$ cat src/rtl/mem_stage_unit.sv
// ---------------------------------------------------------------------------
// mem_stage_unit
//
// Memory stage of the pipelined CPU. Consumes the EX/M latch outputs, issues
// data-cache loads/stores, stalls the front of the pipe until the cache
// reports dhit, maintains the LL/SC link register (with coherence snoop
// invalidation), selects the write-back data and drives the M/WB latch.
// Also holds a sticky HALT and a saturating count of memory-stall cycles.
//
// Ports
//   CLK, RST                 clock, synchronous active-high reset
//   dREN_in / dWEN_in        EX/M load / store request
//   dmemStore                EX/M store data
//   portO_in                 EX/M ALU result (memory address or ALU WB data)
//   MemtoReg_in              WB data comes from memory
//   wdatasrc_in, pcp4_in     WB data is PC+4 (JAL)
//   WSel_in, WEN_in          destination register and its write enable
//   HALT_in                  halt instruction in this stage
//   opcode_in                opcode of the instruction in this stage
//   flush                    kill the instruction in this stage
//   dhit, dmemload           cache completion and load data
//   ccinv, ccsnoopaddr       coherence invalidate and snooped address
//   dmemREN/dmemWEN          cache read / write request
//   dmemaddr, dmemstore      cache word address and store data
//   m_stall                  freeze PC, IF/ID, ID/EX, EX/M
//   WSel_out/WEN_out/wdat_out M/WB latch
//   HALT_out                 sticky halt
//   stall_cnt                number of cycles m_stall was high (saturating)
// ---------------------------------------------------------------------------
module mem_stage_unit #(
    parameter bit          LINK_CLR_ON_ST = 1'b1,
    parameter int unsigned CNT_W          = 32
) (
    input  logic             CLK,
    input  logic             RST,
    input  logic             dREN_in,
    input  logic             dWEN_in,
    input  logic [31:0]      dmemStore,
    input  logic [31:0]      portO_in,
    input  logic             MemtoReg_in,
    input  logic             wdatasrc_in,
    input  logic [31:0]      pcp4_in,
    input  logic [4:0]       WSel_in,
    input  logic             WEN_in,
    input  logic             HALT_in,
    input  logic [5:0]       opcode_in,
    input  logic             flush,
    input  logic             dhit,
    input  logic [31:0]      dmemload,
    input  logic             ccinv,
    input  logic [31:0]      ccsnoopaddr,
    output logic             dmemREN,
    output logic             dmemWEN,
    output logic [31:0]      dmemaddr,
    output logic [31:0]      dmemstore,
    output logic             m_stall,
    output logic [4:0]       WSel_out,
    output logic             WEN_out,
    output logic [31:0]      wdat_out,
    output logic             HALT_out,
    output logic [CNT_W-1:0] stall_cnt
);

    // Opcodes this stage has to recognise (MIPS encoding).
    localparam logic [5:0] OP_SW = 6'b101011;
    localparam logic [5:0] OP_LL = 6'b110000;
    localparam logic [5:0] OP_SC = 6'b111000;

    localparam logic [31:0] WORD_MASK = 32'hFFFF_FFFC;

    typedef enum logic [1:0] {
        ST_IDLE,
        ST_ACCESS,
        ST_HALTED
    } state_t;

    state_t           state_q, state_d;
    logic             link_valid_q, link_valid_d;
    logic [31:0]      link_addr_q, link_addr_d;
    logic [4:0]       wsel_q, wsel_d;
    logic             wen_q, wen_d;
    logic [31:0]      wdat_q, wdat_d;
    logic [CNT_W-1:0] cnt_q, cnt_d;

    // -----------------------------------------------------------------------
    // Decode of the instruction sitting in the EX/M latch
    // -----------------------------------------------------------------------
    logic        is_sw, is_ll, is_sc;
    logic [31:0] word_addr;
    logic        link_match;
    logic        sc_fail;
    logic        mem_op;

    assign is_sw      = (opcode_in == OP_SW);
    assign is_ll      = (opcode_in == OP_LL);
    assign is_sc      = (opcode_in == OP_SC);
    assign word_addr  = portO_in & WORD_MASK;
    assign link_match = link_valid_q && (word_addr == link_addr_q);
    // A failing SC never reaches the cache; it just writes 0 to rt.
    assign sc_fail    = is_sc && !link_match;
    assign mem_op     = (dREN_in || dWEN_in) && !flush && !sc_fail;

    // -----------------------------------------------------------------------
    // Next-state / output logic
    // -----------------------------------------------------------------------
    logic req;       // cache request presented this cycle
    logic wb_load;   // M/WB latch takes a new instruction at the next edge
    logic wb_wen;    // write enable that goes with it
    logic complete;  // cache access finishes this cycle

    // NOTE: every signal assigned in this block gets a default first, so no
    // path can leave it unassigned and infer a latch.
    always_comb begin
        state_d = state_q;
        req     = 1'b0;
        wb_load = 1'b0;
        wb_wen  = 1'b0;

        unique case (state_q)
            ST_IDLE: begin
                if (mem_op) begin
                    // Request goes out the cycle the op arrives; a hit in
                    // that same cycle completes with no stall at all.
                    req = 1'b1;
                    if (dhit) begin
                        wb_load = 1'b1;
                        wb_wen  = WEN_in;
                    end else begin
                        state_d = ST_ACCESS;
                    end
                end else if (HALT_in && !flush) begin
                    state_d = ST_HALTED;
                end else begin
                    // ALU/JAL ops, failed SCs and flushed bubbles.
                    wb_load = 1'b1;
                    wb_wen  = WEN_in && !flush;
                end
            end

            ST_ACCESS: begin
                // EX/M is frozen by m_stall, so its outputs still describe
                // the op in flight. A flush only aborts if dhit is low; the
                // request itself drops at the next edge.
                req = 1'b1;
                if (dhit) begin
                    wb_load = 1'b1;
                    wb_wen  = WEN_in;
                    state_d = ST_IDLE;
                end else if (flush) begin
                    state_d = ST_IDLE;
                end
            end

            ST_HALTED: begin
                state_d = ST_HALTED;
            end

            default: begin
                state_d = ST_IDLE;
            end
        endcase

        // Reset overrides everything, including a request in progress.
        if (RST) begin
            req     = 1'b0;
            wb_load = 1'b0;
            wb_wen  = 1'b0;
        end
    end

    assign complete  = req && dhit;
    assign m_stall   = req && !dhit;

    assign dmemREN   = req && dREN_in;
    assign dmemWEN   = req && dWEN_in;
    assign dmemaddr  = req ? word_addr : 32'd0;
    assign dmemstore = req ? dmemStore : 32'd0;

    // -----------------------------------------------------------------------
    // M/WB latch next state
    // -----------------------------------------------------------------------
    always_comb begin
        wsel_d = wsel_q;
        wdat_d = wdat_q;
        wen_d  = 1'b0;   // bubble unless a new instruction is latched
        if (wb_load) begin
            wsel_d = WSel_in;
            wen_d  = wb_wen;
            if (is_sc) begin
                // Success only if the store actually went to the cache.
                wdat_d = {31'd0, req};
            end else if (MemtoReg_in) begin
                wdat_d = dmemload;
            end else if (wdatasrc_in) begin
                wdat_d = pcp4_in;
            end else begin
                wdat_d = portO_in;
            end
        end
    end

    // -----------------------------------------------------------------------
    // Link register next state. Later assignments take priority, so an LL
    // completing in the same cycle as a matching snoop leaves the link set.
    // -----------------------------------------------------------------------
    always_comb begin
        link_valid_d = link_valid_q;
        link_addr_d  = link_addr_q;

        // Any SC that retires (successful store or local failure) consumes
        // the link.
        if (is_sc && (complete || (wb_load && !flush))) begin
            link_valid_d = 1'b0;
        end
        if (LINK_CLR_ON_ST && complete && is_sw && (word_addr == link_addr_q)) begin
            link_valid_d = 1'b0;
        end
        if (ccinv && ((ccsnoopaddr & WORD_MASK) == link_addr_q)) begin
            link_valid_d = 1'b0;
        end
        if (complete && is_ll) begin
            link_valid_d = 1'b1;
            link_addr_d  = word_addr;
        end
    end

    // -----------------------------------------------------------------------
    // Stall counter (saturating)
    // -----------------------------------------------------------------------
    always_comb begin
        cnt_d = cnt_q;
        if (m_stall && !(&cnt_q)) begin
            cnt_d = cnt_q + CNT_W'(1);
        end
    end

    // -----------------------------------------------------------------------
    // State registers
    // -----------------------------------------------------------------------
    // NOTE: sequential state uses non-blocking assignments only, so every
    // register samples the pre-edge values regardless of statement order.
    always_ff @(posedge CLK) begin
        if (RST) begin
            state_q      <= ST_IDLE;
            link_valid_q <= 1'b0;
            link_addr_q  <= 32'd0;
            wsel_q       <= 5'd0;
            wen_q        <= 1'b0;
            wdat_q       <= 32'd0;
            cnt_q        <= '0;
        end else begin
            state_q      <= state_d;
            link_valid_q <= link_valid_d;
            link_addr_q  <= link_addr_d;
            wsel_q       <= wsel_d;
            wen_q        <= wen_d;
            wdat_q       <= wdat_d;
            cnt_q        <= cnt_d;
        end
    end

    assign WSel_out  = wsel_q;
    assign WEN_out   = wen_q;
    assign wdat_out  = wdat_q;
    assign HALT_out  = (state_q == ST_HALTED);
    assign stall_cnt = cnt_q;

endmodule

$ cat config.mk
export PLATFORM = sky130hd
export DESIGN_NAME = mem_stage_unit
export DESIGN_NICKNAME = d
export VERILOG_FILES = /design/src/rtl/mem_stage_unit.sv
export SDC_FILE = /design/constraint.sdc
export NUM_CORES = 1
export LEC_CHECK = 0
export ABC_CLOCK_PERIOD_IN_PS = 2750
export CAP_MARGIN = 20
export CELL_PAD_IN_SITES_DETAIL_PLACEMENT = 0
export CELL_PAD_IN_SITES_GLOBAL_PLACEMENT = 1
export CORE_MARGIN = 2
export CORE_UTILIZATION = 25
export CTS_BUF_LIST = sky130_fd_sc_hd__clkbuf_16
export DETAILED_ROUTE_END_ITERATION = 8
export GPL_TIMING_DRIVEN = 1
export PLACE_DENSITY_LB_ADDON = 0.1
export SYNTH_ARGS = -nofsm -noshare
export SYNTH_HDL_FRONTEND = slang
export SYNTH_SLANG_ARGS = --single-unit
$ cat constraint.sdc
create_clock -name CLK -period 2.75 [get_ports CLK]
set_clock_uncertainty 0.15 [all_clocks]
set_input_delay 0.55 -clock CLK [delete_from_list [all_inputs] [get_ports CLK]]
set_output_delay 0.55 -clock CLK [all_outputs]
set_load 0.05 [all_outputs]
==> summary.md <==
| Metric | Value |
|---|---|
| Root Driver | clkbuf_16 |
| Max rail drop VDD | 0.000268 V |
| Starting Density | 25.2% |
| Slowest CP cell | dlygate4sd2_1 |
| Yosys warning total | 0 |
| Crit path largest cell delay | 0.27 ns |
| Hold path depth | 2 |
| Setup violations, final | 68 |
| Number of detailed-route iterations in the first pass | 5 |
| F_max | 0.324 GHz |
| Area of the core | 25000 um^2 |
| Syn Area/Cell | 7.87 um^2 |
| Nets | 1401 |
| Crit-path max FO | 4 |
| HP Start | wdat_out[3]$_SDFFE_PP0N_ |
| Die Y | 163 um |
| CP bufs+invs | 5 |
| Endpoints failing hold | 0 |
| FF-to-FF setup slack | -0.02 ns |
| Synth Cell Area | 6290 um^2 |
| CP arrival | 2.39 ns |
| DP HPWL | 21000 um |
| Measured slew at the worst slew-check pin | 0.566 ns |
| Setup TNS | -18.64 ns |
| Reg-to-reg endpoint | wdat_out[0]$_SDFFE_PP0N_ |
| Routed wire length | 31400 um |
| Clock slew at reported path FFs | 0.07 ns |
| Placed cell areas | 11200 um^2 |
| Drt drc | 0 |
| GPL Wtd Cong | 0.788 |
| Routed Antenna Nets | 0 |
| Clock buffer count from CTS | 9 |
| Pwr/cell area | 338 nW/um^2 |
| Drt via density | 4.76 |
| Mapped Cells | 799 |
| Crit. End Element | output pin |
| Routed via count | 7404 |
| Clock Path Buffers | 2 |
| Async SR Flop Fraction | 0% |
| # port buffers | 315 |
| Final Slew Violations | 0 |
| Crit Path Category | input port to output pin |
| CTS tree | done |
| Largest net degree at the start of global routing | 47 |
| Relative slew slack | 62.2% |
| Hold Crit Class | flop to flop |
| Number of top-level pins | 320 |
| CTS HTree Levels | 3 |
| Largest family of logic cells by synthesized area | simple AND/OR/NAND/NOR gates |
| Most numerous cell on the critical path | buf_12 |
| Leakage | 5.09 nW |
| Status | complete, but fails checks |
| GR Overflow Total | 0 |
| Share of cells above drive strength 1 | 36.5% |
| Maxcap violations | 0 |
| EDFF count, synth | 0 |
| Setup ws final | -0.340 ns |
| Multi-input combinational cell area | 4750 um^2 |
| CP Launch Type | input port |
| Post-synthesis cell type count | 54 |
| Filler cells | 2383 |
| Seq/Total Area, Yosys | 32.8% |
| Sink Count | 103 |
| Crit share post-route | 112% |
| Family with the most delay on the worst path | buffers and inverters |
| Initial antenna violation count | 5 |
| Die width | 163 um |
| Total area of sequential cells | 2080 um^2 |
| DR WL/cell | 20.2 um |
| Area grow syn2layout | 105% |
| Final instance area | 12900 um^2 |
| GRT Resource Usage Total | 22.3% |
| Synth Area in Compound Gates | 10.3% |
| Violated checks | setup timing |
| RSZ-0062 raised after global routing | yes |
| Mux contribution to synthesized area | 12.2% |
| Main flop type after synthesis | dfxtp_1 |
| FF-to-FF Start | link_addr_q[19]$_SDFFE_PP0P_ |
| Register bit count reported by yosys | 103 |
| Synth Area in Adders | 0.199% |
| Synth Area in XOR/XNOR | 10.0% |
| Hold Path End | wdat_out[3]$_SDFFE_PP0N_ |
| Rows | 58 |
| First-pass GRT wire length | 44200 um |
| DRT iter0 DRCs | 366 |
| Min Clock Period, post-route | 3.09 ns |
| Cts hold-fix bufs | 0 |
| Post-Place Worst Slack | -0.668 ns |
| Vias in the first global route | 7073 |
| Cell Chain, Critical Path | dlygate4sd2_1 -> xor2_2 -> nor3b_1 -> and4_4 -> a211o_4 -> buf_12 -> buf_12 -> clkbuf_16 -> and3_4 -> buf_12 |
| Worst-skew pair later-pin latency | 0.36 ns |
| Register-to-Register Path Depth | 12 |
| Die ar. | 26400 um^2 |
| Post-synthesis simple-gate area fraction | 30.2% |
| Worst EP required | 2.05 ns |
-- cells by family after synthesis --
group                      Yosys count
DFF                                103
buffers and inverters               61
AOI/OAI and AO/OA                  111
adders and majority gates            1
xor gates and xnor gates            72
muxes                               75
and+or+nand+nor                    375
other                                1
-- report_power, final --
| group | leakage (nW) | switching (mW) | total [mW] | internal [mW] |
|---|---|---|---|---|
| Clock | 0.134 | 0.656 | 1.28 | 0.626 |
| Combinational | 4.12 | 0.762 | 1.52 | 0.755 |
| Sequential | 0.842 | 0.0257 | 1.56 | 1.53 |
-- metal layers --
layer | track usage (%) | up-vias | share of wire, %
li1 | - | 3626 | -
met1 | 29.2 | 3492 | 44
met2 | 36.6 | 245 | 47
met3 | 5.30 | 39 | 6.8
met4 | 6.52 | 2 | 2.3
met5 | 0 | - | 0.038
-- per-stage QoR --
stage                     total power, mW  utilization [%]  cells  hold WS [ns]
after floorplan                      2.23                -    800         0.318
after global placement               2.96             44.8   1482         0.293
after detailed placement             2.97             44.8   1482         0.297
after CTS                            4.39             49.6   1536         0.309
after global routing                 4.53             51.7   1556         0.327
final                                4.36             51.7   1556         0.307
-- sequential cells by signal, summed over array words and instances, names as in the netlist --
register,flops
stall_cnt,32
wdat_out,32
link_addr_q,30
WSel_out,5
state_q,2
WEN_out,1
link_valid_q,1
-- worst register-to-register path: stages (launching register included) --
cell and delay, ns:
dfxtp_2 0.36, xor2_1 0.24, nor4_4 0.09, and4_4 0.21, a211o_4 0.35, buf_6 0.16
buf_16 0.15, buf_4 0.15, a21boi_4 0.16, nor2_4 0.08, buf_4 0.16, buf_16 0.14
o221a_2 0.26
-- cells in the final DEF (no fill, tap or decap), drive strengths merged, types with 3 or more instances in the layout --
| cell type | netlist | routed |
|---|---|---|
| a21oi | 46 | 46 |
| clkdlybuf4s15 | 0 | 3 |
| xnor2 | 45 | 45 |
| dlygate4sd2 | 0 | 13 |
| nor2 | 34 | 34 |
| o31ai | 3 | 3 |
| and4 | 7 | 7 |
| nand2 | 169 | 169 |
| nand4 | 21 | 21 |
| mux2i | 66 | 66 |
| mux2 | 9 | 9 |
| buf | 7 | 219 |
| dfxtp | 103 | 103 |
| nor2b | 11 | 11 |
| inv | 4 | 5 |
| o21ai | 44 | 44 |
| and2 | 3 | 3 |
| nor4 | 11 | 11 |
| nand3 | 26 | 26 |
| and3 | 73 | 73 |
| xor2 | 27 | 27 |
| a211o | 3 | 3 |
| clkbuf | 50 | 28 |
| diode | 0 | 3 |
| clkdlybuf4s50 | 0 | 210 |
| or4 | 4 | 4 |
| or3 | 4 | 4 |
| clkinv | 0 | 4 |
| nor3 | 8 | 8 |
-- synthesized netlist by cell type (all sizes together), types with 7 or more instances --
cell type  instances  share of area [%]
mux2i             66                 11
nand4             21                2.2
nor2              34                2.1
dfxtp            103                 33
mux2               9                1.7
nor3               8               0.82
xnor2             45                6.3
nor2b             11                1.1
nand3             26                2.1
a21oi             46                3.7
and3              73                7.3
xor2              27                3.8
clkbuf            50                3.0
buf                7                1.0
nor4              11                1.8
o21ai             44                3.6
nand2            169                 10
and4               7                1.1
-- worst max path at each step --
stage                                  from                   endpoint  slack (ns)  cells after the start
5_1_grt                        portO_in[11]                dmemaddr[7]       -0.40                     10
4_1_cts        link_addr_q[20]$_SDFFE_PP0P_               dmemaddr[25]       -0.35                     10
2_1_floorplan                  portO_in[18]               dmemaddr[10]       -0.12                      7
3_5_place_dp                   portO_in[18]  wdat_out[22]$_SDFFE_PP0N_       -0.67                     10
6_report                       portO_in[11]                dmemaddr[7]       -0.34                     10
3_3_place_gp                   portO_in[14]                    dmemWEN       -0.71                      9
-- final cells by class --
type / instances / area share [%]
multi-input cells: 636 / 36.8
flip-flops and latches: 103 / 16.2
clock buffers: 9 / 1.75
repair buffers: 464 / 41.5
clock inverters: 7 / 0.446
well taps: 330 / 3.20
inverters: 4 / 0.116
diodes: 3 / 0.0582
-- repair_timing --
item / CTS / global route
resized for setup: 163 / 133
buffers inserted: 27 / 13
pin swaps: 41 / 74
setup endpoints to repair: 126 / 163
gates cloned: 13 / 8
No activity file was read; power rests on OpenSTA's default activity.
